`config.mk`:
```
export PLATFORM = sky130hd
export DESIGN_NAME = out_bus_arbiter
export DESIGN_NICKNAME = d
export VERILOG_FILES = /design/src/rtl/out_bus_arbiter.sv
export SDC_FILE = /design/constraint.sdc
export NUM_CORES = 1
export LEC_CHECK = 0
export ABC_AREA = 1
export CAP_MARGIN = 20
export CORE_UTILIZATION = 30
export CTS_BUF_LIST = sky130_fd_sc_hd__clkbuf_8
export DETAILED_ROUTE_END_ITERATION = 8
export PLACE_DENSITY = 0.65
export REMOVE_ABC_BUFFERS = 1
export SLEW_MARGIN = 20
export SYNTH_ARGS = -nofsm -noshare
export SYNTH_HDL_FRONTEND = slang
export SYNTH_SLANG_ARGS = --single-unit
```
`constraint.sdc`:
```
create_clock -name clk -period 2.15 [get_ports clk]
set_clock_uncertainty 0.2 [all_clocks]
set_input_delay 0.215 -clock clk [delete_from_list [all_inputs] [get_ports clk]]
set_output_delay 0.215 -clock clk [all_outputs]
set_load 0.02 [all_outputs]
```
`src/rtl/out_bus_arbiter.sv`:
```
`default_nettype none
// ============================================================================
// Module      : out_bus_arbiter
// Description : Round-robin arbiter granting one of four requesters a bounded
//               burst on a shared registered output bus; counts grants.
//               Define OUT_INVERT_EN to drive inverted grantee data on the bus.
// Revision    : 1.0 - initial release
// ============================================================================
module out_bus_arbiter #(
    parameter int DW   = 8,
    parameter int HOLD = 4
) (
    input  logic            clk,
    input  logic            rst_n,
    input  logic [3:0]      req_i,
    input  logic [4*DW-1:0] data_in_i,
    output logic [3:0]      gnt_o,
    output logic [1:0]      owner_o,
    output logic [DW-1:0]   bus_out_o,
    output logic            bus_valid_o,
    output logic [7:0]      gnt_cnt_o
);

    typedef enum logic [0:0] {
        IDLE  = 1'b0,
        GRANT = 1'b1
    } state_t;

    localparam logic [3:0] c_reload = 4'(HOLD - 1);

    state_t          state_q, state_d;
    logic [1:0]      ptr_q, ptr_d;
    logic [1:0]      owner_q, owner_d;
    logic [3:0]      gnt_q, gnt_d;
    logic [3:0]      burst_q, burst_d;
    logic [7:0]      gnt_cnt_q, gnt_cnt_d;
    logic [DW-1:0]   bus_out_q, bus_out_d;
    logic            bus_valid_q, bus_valid_d;

    logic [1:0]      w_search_ptr;
    logic [1:0]      w_win;
    logic            w_any;
    logic            w_end;
    logic [DW-1:0]   w_sel_data;

    // At grant end the pointer moves past the owner, so the search must already
    // start there to give the current owner lowest priority for the handoff.
    assign w_search_ptr = (state_q == GRANT) ? owner_q + 2'd1 : ptr_q;
    assign w_any        = |req_i;
    assign w_end        = !req_i[owner_q] || (burst_q == 4'd0);
    assign w_sel_data   = data_in_i[owner_q*DW +: DW];

    always_comb begin
        w_win = 2'd0;
        for (int i = 3; i >= 0; i--) begin
            if (req_i[w_search_ptr + 2'(i)]) begin
                w_win = w_search_ptr + 2'(i);
            end
        end
    end

    always_comb begin
        state_d   = state_q;
        ptr_d     = ptr_q;
        owner_d   = owner_q;
        gnt_d     = gnt_q;
        burst_d   = burst_q;
        gnt_cnt_d = gnt_cnt_q;

        case (state_q)
            IDLE: begin
                if (w_any) begin
                    state_d   = GRANT;
                    owner_d   = w_win;
                    gnt_d     = 4'b0001 << w_win;
                    burst_d   = c_reload;
                    gnt_cnt_d = gnt_cnt_q + 8'd1;
                end
            end
            GRANT: begin
                if (w_end) begin
                    ptr_d = owner_q + 2'd1;
                    if (w_any) begin
                        owner_d   = w_win;
                        gnt_d     = 4'b0001 << w_win;
                        burst_d   = c_reload;
                        gnt_cnt_d = gnt_cnt_q + 8'd1;
                    end else begin
                        state_d = IDLE;
                        gnt_d   = 4'b0000;
                    end
                end else begin
                    burst_d = burst_q - 4'd1;
                end
            end
            default: begin
                state_d = IDLE;
                gnt_d   = 4'b0000;
            end
        endcase

        bus_valid_d = (gnt_q != 4'b0000);
        if (gnt_q != 4'b0000) begin
`ifdef OUT_INVERT_EN
            bus_out_d = ~w_sel_data;
`else
            bus_out_d = w_sel_data;
`endif
        end else begin
            bus_out_d = '0;
        end
    end

    always_ff @(posedge clk or negedge rst_n) begin
        if (!rst_n) begin
            state_q     <= IDLE;
            ptr_q       <= 2'd0;
            owner_q     <= 2'd0;
            gnt_q       <= 4'b0000;
            burst_q     <= 4'd0;
            gnt_cnt_q   <= 8'd0;
            bus_out_q   <= '0;
            bus_valid_q <= 1'b0;
        end else begin
            state_q     <= state_d;
            ptr_q       <= ptr_d;
            owner_q     <= owner_d;
            gnt_q       <= gnt_d;
            burst_q     <= burst_d;
            gnt_cnt_q   <= gnt_cnt_d;
            bus_out_q   <= bus_out_d;
            bus_valid_q <= bus_valid_d;
        end
    end

    assign gnt_o       = gnt_q;
    assign owner_o     = owner_q;
    assign bus_out_o   = bus_out_q;
    assign bus_valid_o = bus_valid_q;
    assign gnt_cnt_o   = gnt_cnt_q;

endmodule
`default_nettype wire

```
-- Yosys cells after proc, flatten, opt, wreduce, memory -nomap -nowiden
Cells that the tools add are included.
- bits in registers: 30
- output and inout port bits: 23
- shift-type cells: 2
- $add $sub $neg: 6
- multiplexer cells: 32
- magnitude comparators: 5
- reduce and logical (&&, ||, !) cells: 7
- bitwise gates (word level): 1
- equal/unequal tests: 2
- operators with widths (kind ; count):
    $shiftx 32x6->8 ; 1
    $mux 8 ; 3
    $mux 4 ; 5
    $pmux 4 s2 ; 2
    $pmux 8 s2 ; 1
    $lt 2x3->1 const B ; 5
    $mux 2 ; 7
    $bmux 1 s2 ; 5
    $add 8x1->8 const B ; 1
    $mux 1 ; 7
    $add 2x1->2 const B ; 2
    $add 2x2->2 const B ; 2
    $logic_not 4->1 ; 1
    $pmux 2 s2 ; 1
    $reduce_and 2->1 ; 2
    $reduce_bool 4->1 ; 1
    $reduce_or 4->1 ; 1
    $shl 1x2->4 const A ; 1
    $sub 4x1->4 const B ; 1
    $ne 2x1->1 const B ; 1
    $ne 2x2->1 const B ; 1
    $pmux 1 s2 ; 1
    $logic_not 1->1 ; 1
    $logic_or 1x1->1 ; 1
    $not 1->1 ; 1

-- Longest topological paths before layout
Gate-level depths: netlist (run 1).
- depth in word-level cells: 13
- mapped depth: 14
- mapped depth without buffers: 13

-- Worst setup path before layout (run 1)
No wires, ideal clock.
- path type: reg2reg
- start: register owner_q[1] (netlist: owner_o[1])
- end: register owner_q[0] (netlist: owner_o[0])
- library setup time: 129 ps
- slack: 343 ps
- data arrival time: 1478 ps
- required time: 1821 ps
- period minus slack after synthesis: 1807 ps
- path buffers: 1
- stages on the path, launching flop included: 13
- cell sequence: dfrtp_1 -> buf_4 -> nand2_1 -> nand2_1 -> nand2_1 -> nand2_1 -> nand2_2 -> nand3_2 -> nand2_1 -> o21ai_2 -> nand2_2 -> nand2_1 -> o21ai_1
- word-level cells in the longest chain between the ends: 12
- RTL lines (element ; line ; RTL):
    start, declared ; 33 ; logic [1:0] owner_q, owner_d;
    start signal, assigned ; 127 ; owner_q <= owner_d;
    $add 2x1->2 ; 48 ; assign w_search_ptr = (state_q == GRANT) ? owner_q + 2'd1 : ptr_q;
    $mux 2 ; 48 ;
    $add 2x2->2 ; 56 ; if (req_i[w_search_ptr + 2'(i)]) begin
    $bmux 1 s2 ; 56 ;
    $mux 1 (not written as such) ; 56 ;
    $mux 2 (4 in a row) ; 56 ;
    $mux 2 ; 72, 83 ;
    $mux 2 ; 81 ; if (w_end) begin
    $pmux 2 s2 ; 70 ; case (state_q)
Parallel ways exist; a longest one is shown, timed or not. The select of a mux whose other input is x is not followed.
A chain may end at the register's enable or synchronous reset.

-- Final worst setup path (run 1)
- start: register owner_q[0] (netlist: owner_o[0])
- end: output owner_o[0]
- RTL lines (element ; line ; RTL):
    end, declared ; 18 ; output logic [1:0] owner_o,
No word-level cell between the ends.

==> flow_summary.ini, run 1 <==
[outcome]
outcome = finished, final reports clean

[timing]
fin_ws_ns = 0.101
fmax_mhz = 488
fin_setup_tns_ns = 0
slew_viol_final = 0
period_minus_slack_ns = 2.05
timing.final.crit_share = 0.953
worst_pin_slew_ns = 0.380
hold_viol_final = 0
setup_viol = 0
rsz0062_at_grt = no
maxSlewHeadroom = 0.746
whs_ns = 0.127

[clock_tree]
cts_tree = built
clk_pin_slew_ns = 0.07
clk_latency_ns = 0.28
clockBufferDepth = 2
cts.sinks = 30
htree_num_levels = 2
cts_made_buffers = 5
cts_setup_buffers = 0
cts_root_buf = clkbuf_8

[place]
dp_cells = 363
port-buffer-count = 60
dp_slack_ns = 0.164
postPlaceCellArea_um2 = 2480
dp_hpwl_um = 3210
gp_congestion = 0.825

[detailed_routing]
route.detailed.drc = 0
viasPerCell = 4.66
drt_iter0_drc = 57
vias = 1729
wl_um = 4270
drtAntennaViolNets = 0
first_pass_iters = 4
drt-wirelength-per-cell_um = 11.5

[synth]
synth_flop_cell = dfrtp_1
synth-seq-area-share = 0.421
synth_cells = 230
synth.ff_latch_count = 30
syn_area_um2 = 1780
synth_async_sr_flop_share = 1.00
ys_warn_count = 0
synth_edf_count = 0
ys_types = 30
synth.avg_cell_area_um2 = 7.75

[power]
p_leak_nw = 1.18
powerDensity_nw_per_um2 = 1480
vdd_drop_max_v = 0.000586

[finish]
final_area_um2 = 2580
nets = 338
final_cells = 371
antennaDiodeCount = 0
multi_input_area_um2 = 921
drive_gt1_frac = 0.154
n_fill_cell = 565
syn2layout_area_growth_pct = 44.7
seqCellArea_um2 = 753

[grt]
first_global_vias = 1645
track_usage = 0.149
overflow = 0
antenna_found_initial = 0
grt_pass1_wl_um = 7270
grt_max_degree = 31

[die]
rows = 27
die_w_um = 79.1
initial_utilization = 0.318
die_area_um2 = 6260
core_um2 = 5610
die_height_um = 79.1
ios = 61

[critical_path]
endpoint_kind = output pin
start_kind = flop
critPathMaxFanout = 17
max_stage_delay_ns = 0.64
worst_ep_arrival_time_ns = 1.63
critical_path_class = reg2out
cp.required_ns = 1.74
cp_cell_sequence = buf_4, clkdlybuf4s50_1
slowest_stage = clkdlybuf4s50_1

[flow_run]
drv_cap = 0

[min_path]
hp-class = in2async
[synth_stat cells (2+ instances only)]
cell type	n	area (µm²)
o21ai_1	4	20.0
dfrtp_1	30	751
a21oi_1	9	45.0
inv_1	11	41.3
nand2_2	9	56.3
ha_1	2	25.0
buf_2	2	10.0
nor2_1	37	139
xnor2_1	4	35.0
nand3_2	4	40.0
buf_4	2	15.0
buf_6	2	22.5
xor2_1	4	35.0
nand2_1	48	180
nand3_1	18	90.1
inv_2	5	18.8
o21ai_0	21	105
nand2_4	5	56.3
nand4_1	2	12.5
[final cells by class]
type,count,area share
flip-flops and latches,30,0.292
clock buffers,6,0.0320
multi-input cells,177,0.357
clock inverters,2,0.00485
inverters,16,0.0233
repair buffers,68,0.256
well taps,72,0.0349
[through the flow]
stage,utilization,power [W]
after floorplan,-,0.00252
after global placement,0.443,0.00335
after detailed placement,0.443,0.00338
after CTS,0.460,0.00387
after global routing,0.460,0.00420
final,0.460,0.00383
[worst max-delay path, delay by kind of cell (launching register included)]
family                 cells  cell delay, ns
buffers and inverters      2            0.89
flip-flops                 1            0.46
[metal layers]
layer	global-route usage	share of wire	up-vias	wire length, µm
li1	-	-	883	-
met1	0.190	0.46	786	1960
met2	0.244	0.45	55	1900
met3	0.0425	0.084	5	358
met4	0.0455	0.011	0	48
met5	0	0	-	0
[what timing repair did]
item	CTS	global route
hold endpoints to repair	0	0
endpoints found under the setup margin	1	2
resized for setup	1	1
pin swaps	0	0
hold buffers	0	0
[sequential cells by signal (all words and copies together), names as in the netlist]
signal / cells
gnt_o: 4
bus_valid_o: 1
owner_o: 2
ptr_q: 2
bus_out_o: 8
state_q: 1
burst_q: 4
gnt_cnt_o: 8
[power breakdown]
part	total [W]	switching, W	internal (W)
clock	0.000470	0.000214	0.000257
combinational	0.00234	0.00135	0.000986
sequential	0.00102	0.000195	0.000825
[cell families after synthesis]
| family | Yosys count | share of synthesized area |
|---|---|---|
| xor+xnor | 8 | 0.0393 |
| fa+ha+maj | 2 | 0.0140 |
| flops | 30 | 0.421 |
| compound gates | 40 | 0.121 |
| buf+inv | 23 | 0.0625 |
| simple gates | 127 | 0.342 |
[final timing paths]
path	to	slack (ns)	start	cells after the start
max reg2reg	gnt_o[1]$_DFFE_PN0P_	0.21	state_q$_DFF_PN0_	12
max	owner_o[0]	0.10	owner_o[0]$_DFFE_PN0P_	2
min	bus_valid_o$_DFF_PN0_	0.13	rst_n	2
max in group asynchronous	state_q$_DFF_PN0_	1.32	rst_n	2
min in group clk	gnt_cnt_o[7]$_DFFE_PN0P_	0.27	gnt_cnt_o[7]$_DFFE_PN0P_	1
min reg2reg	gnt_cnt_o[7]$_DFFE_PN0P_	0.27	gnt_cnt_o[7]$_DFFE_PN0P_	1
[cells in the final DEF (no fill, tap or decap), drive strengths merged]
cell type,count
xnor2,4
clkdlybuf4s50,60
nand2,62
or2,1
nand4,2
o21ai,26
inv,16
buf,8
o22ai,1
xor2,4
a21boi,1
nand3,22
dfrtp,30
a22oi,1
nor2,39
clkinvlp,1
clkbuf,6
a31oi,1
nor4,1
a21oi,10
ha,2
clkinv,1
(Power assumes the default switching activity.)
==> inputs of run 2 (changes only) <==
- CAP_MARGIN: 20 -> 0
==> results of run 2 <==
No change in the layout: final DEF, timing and power equal those of run 1.
==> inputs of run 3 (changes only) <==
- CAP_MARGIN: 0 -> unset
==> results of run 3 <==
No change in the layout: final DEF, timing and power equal those of run 1.
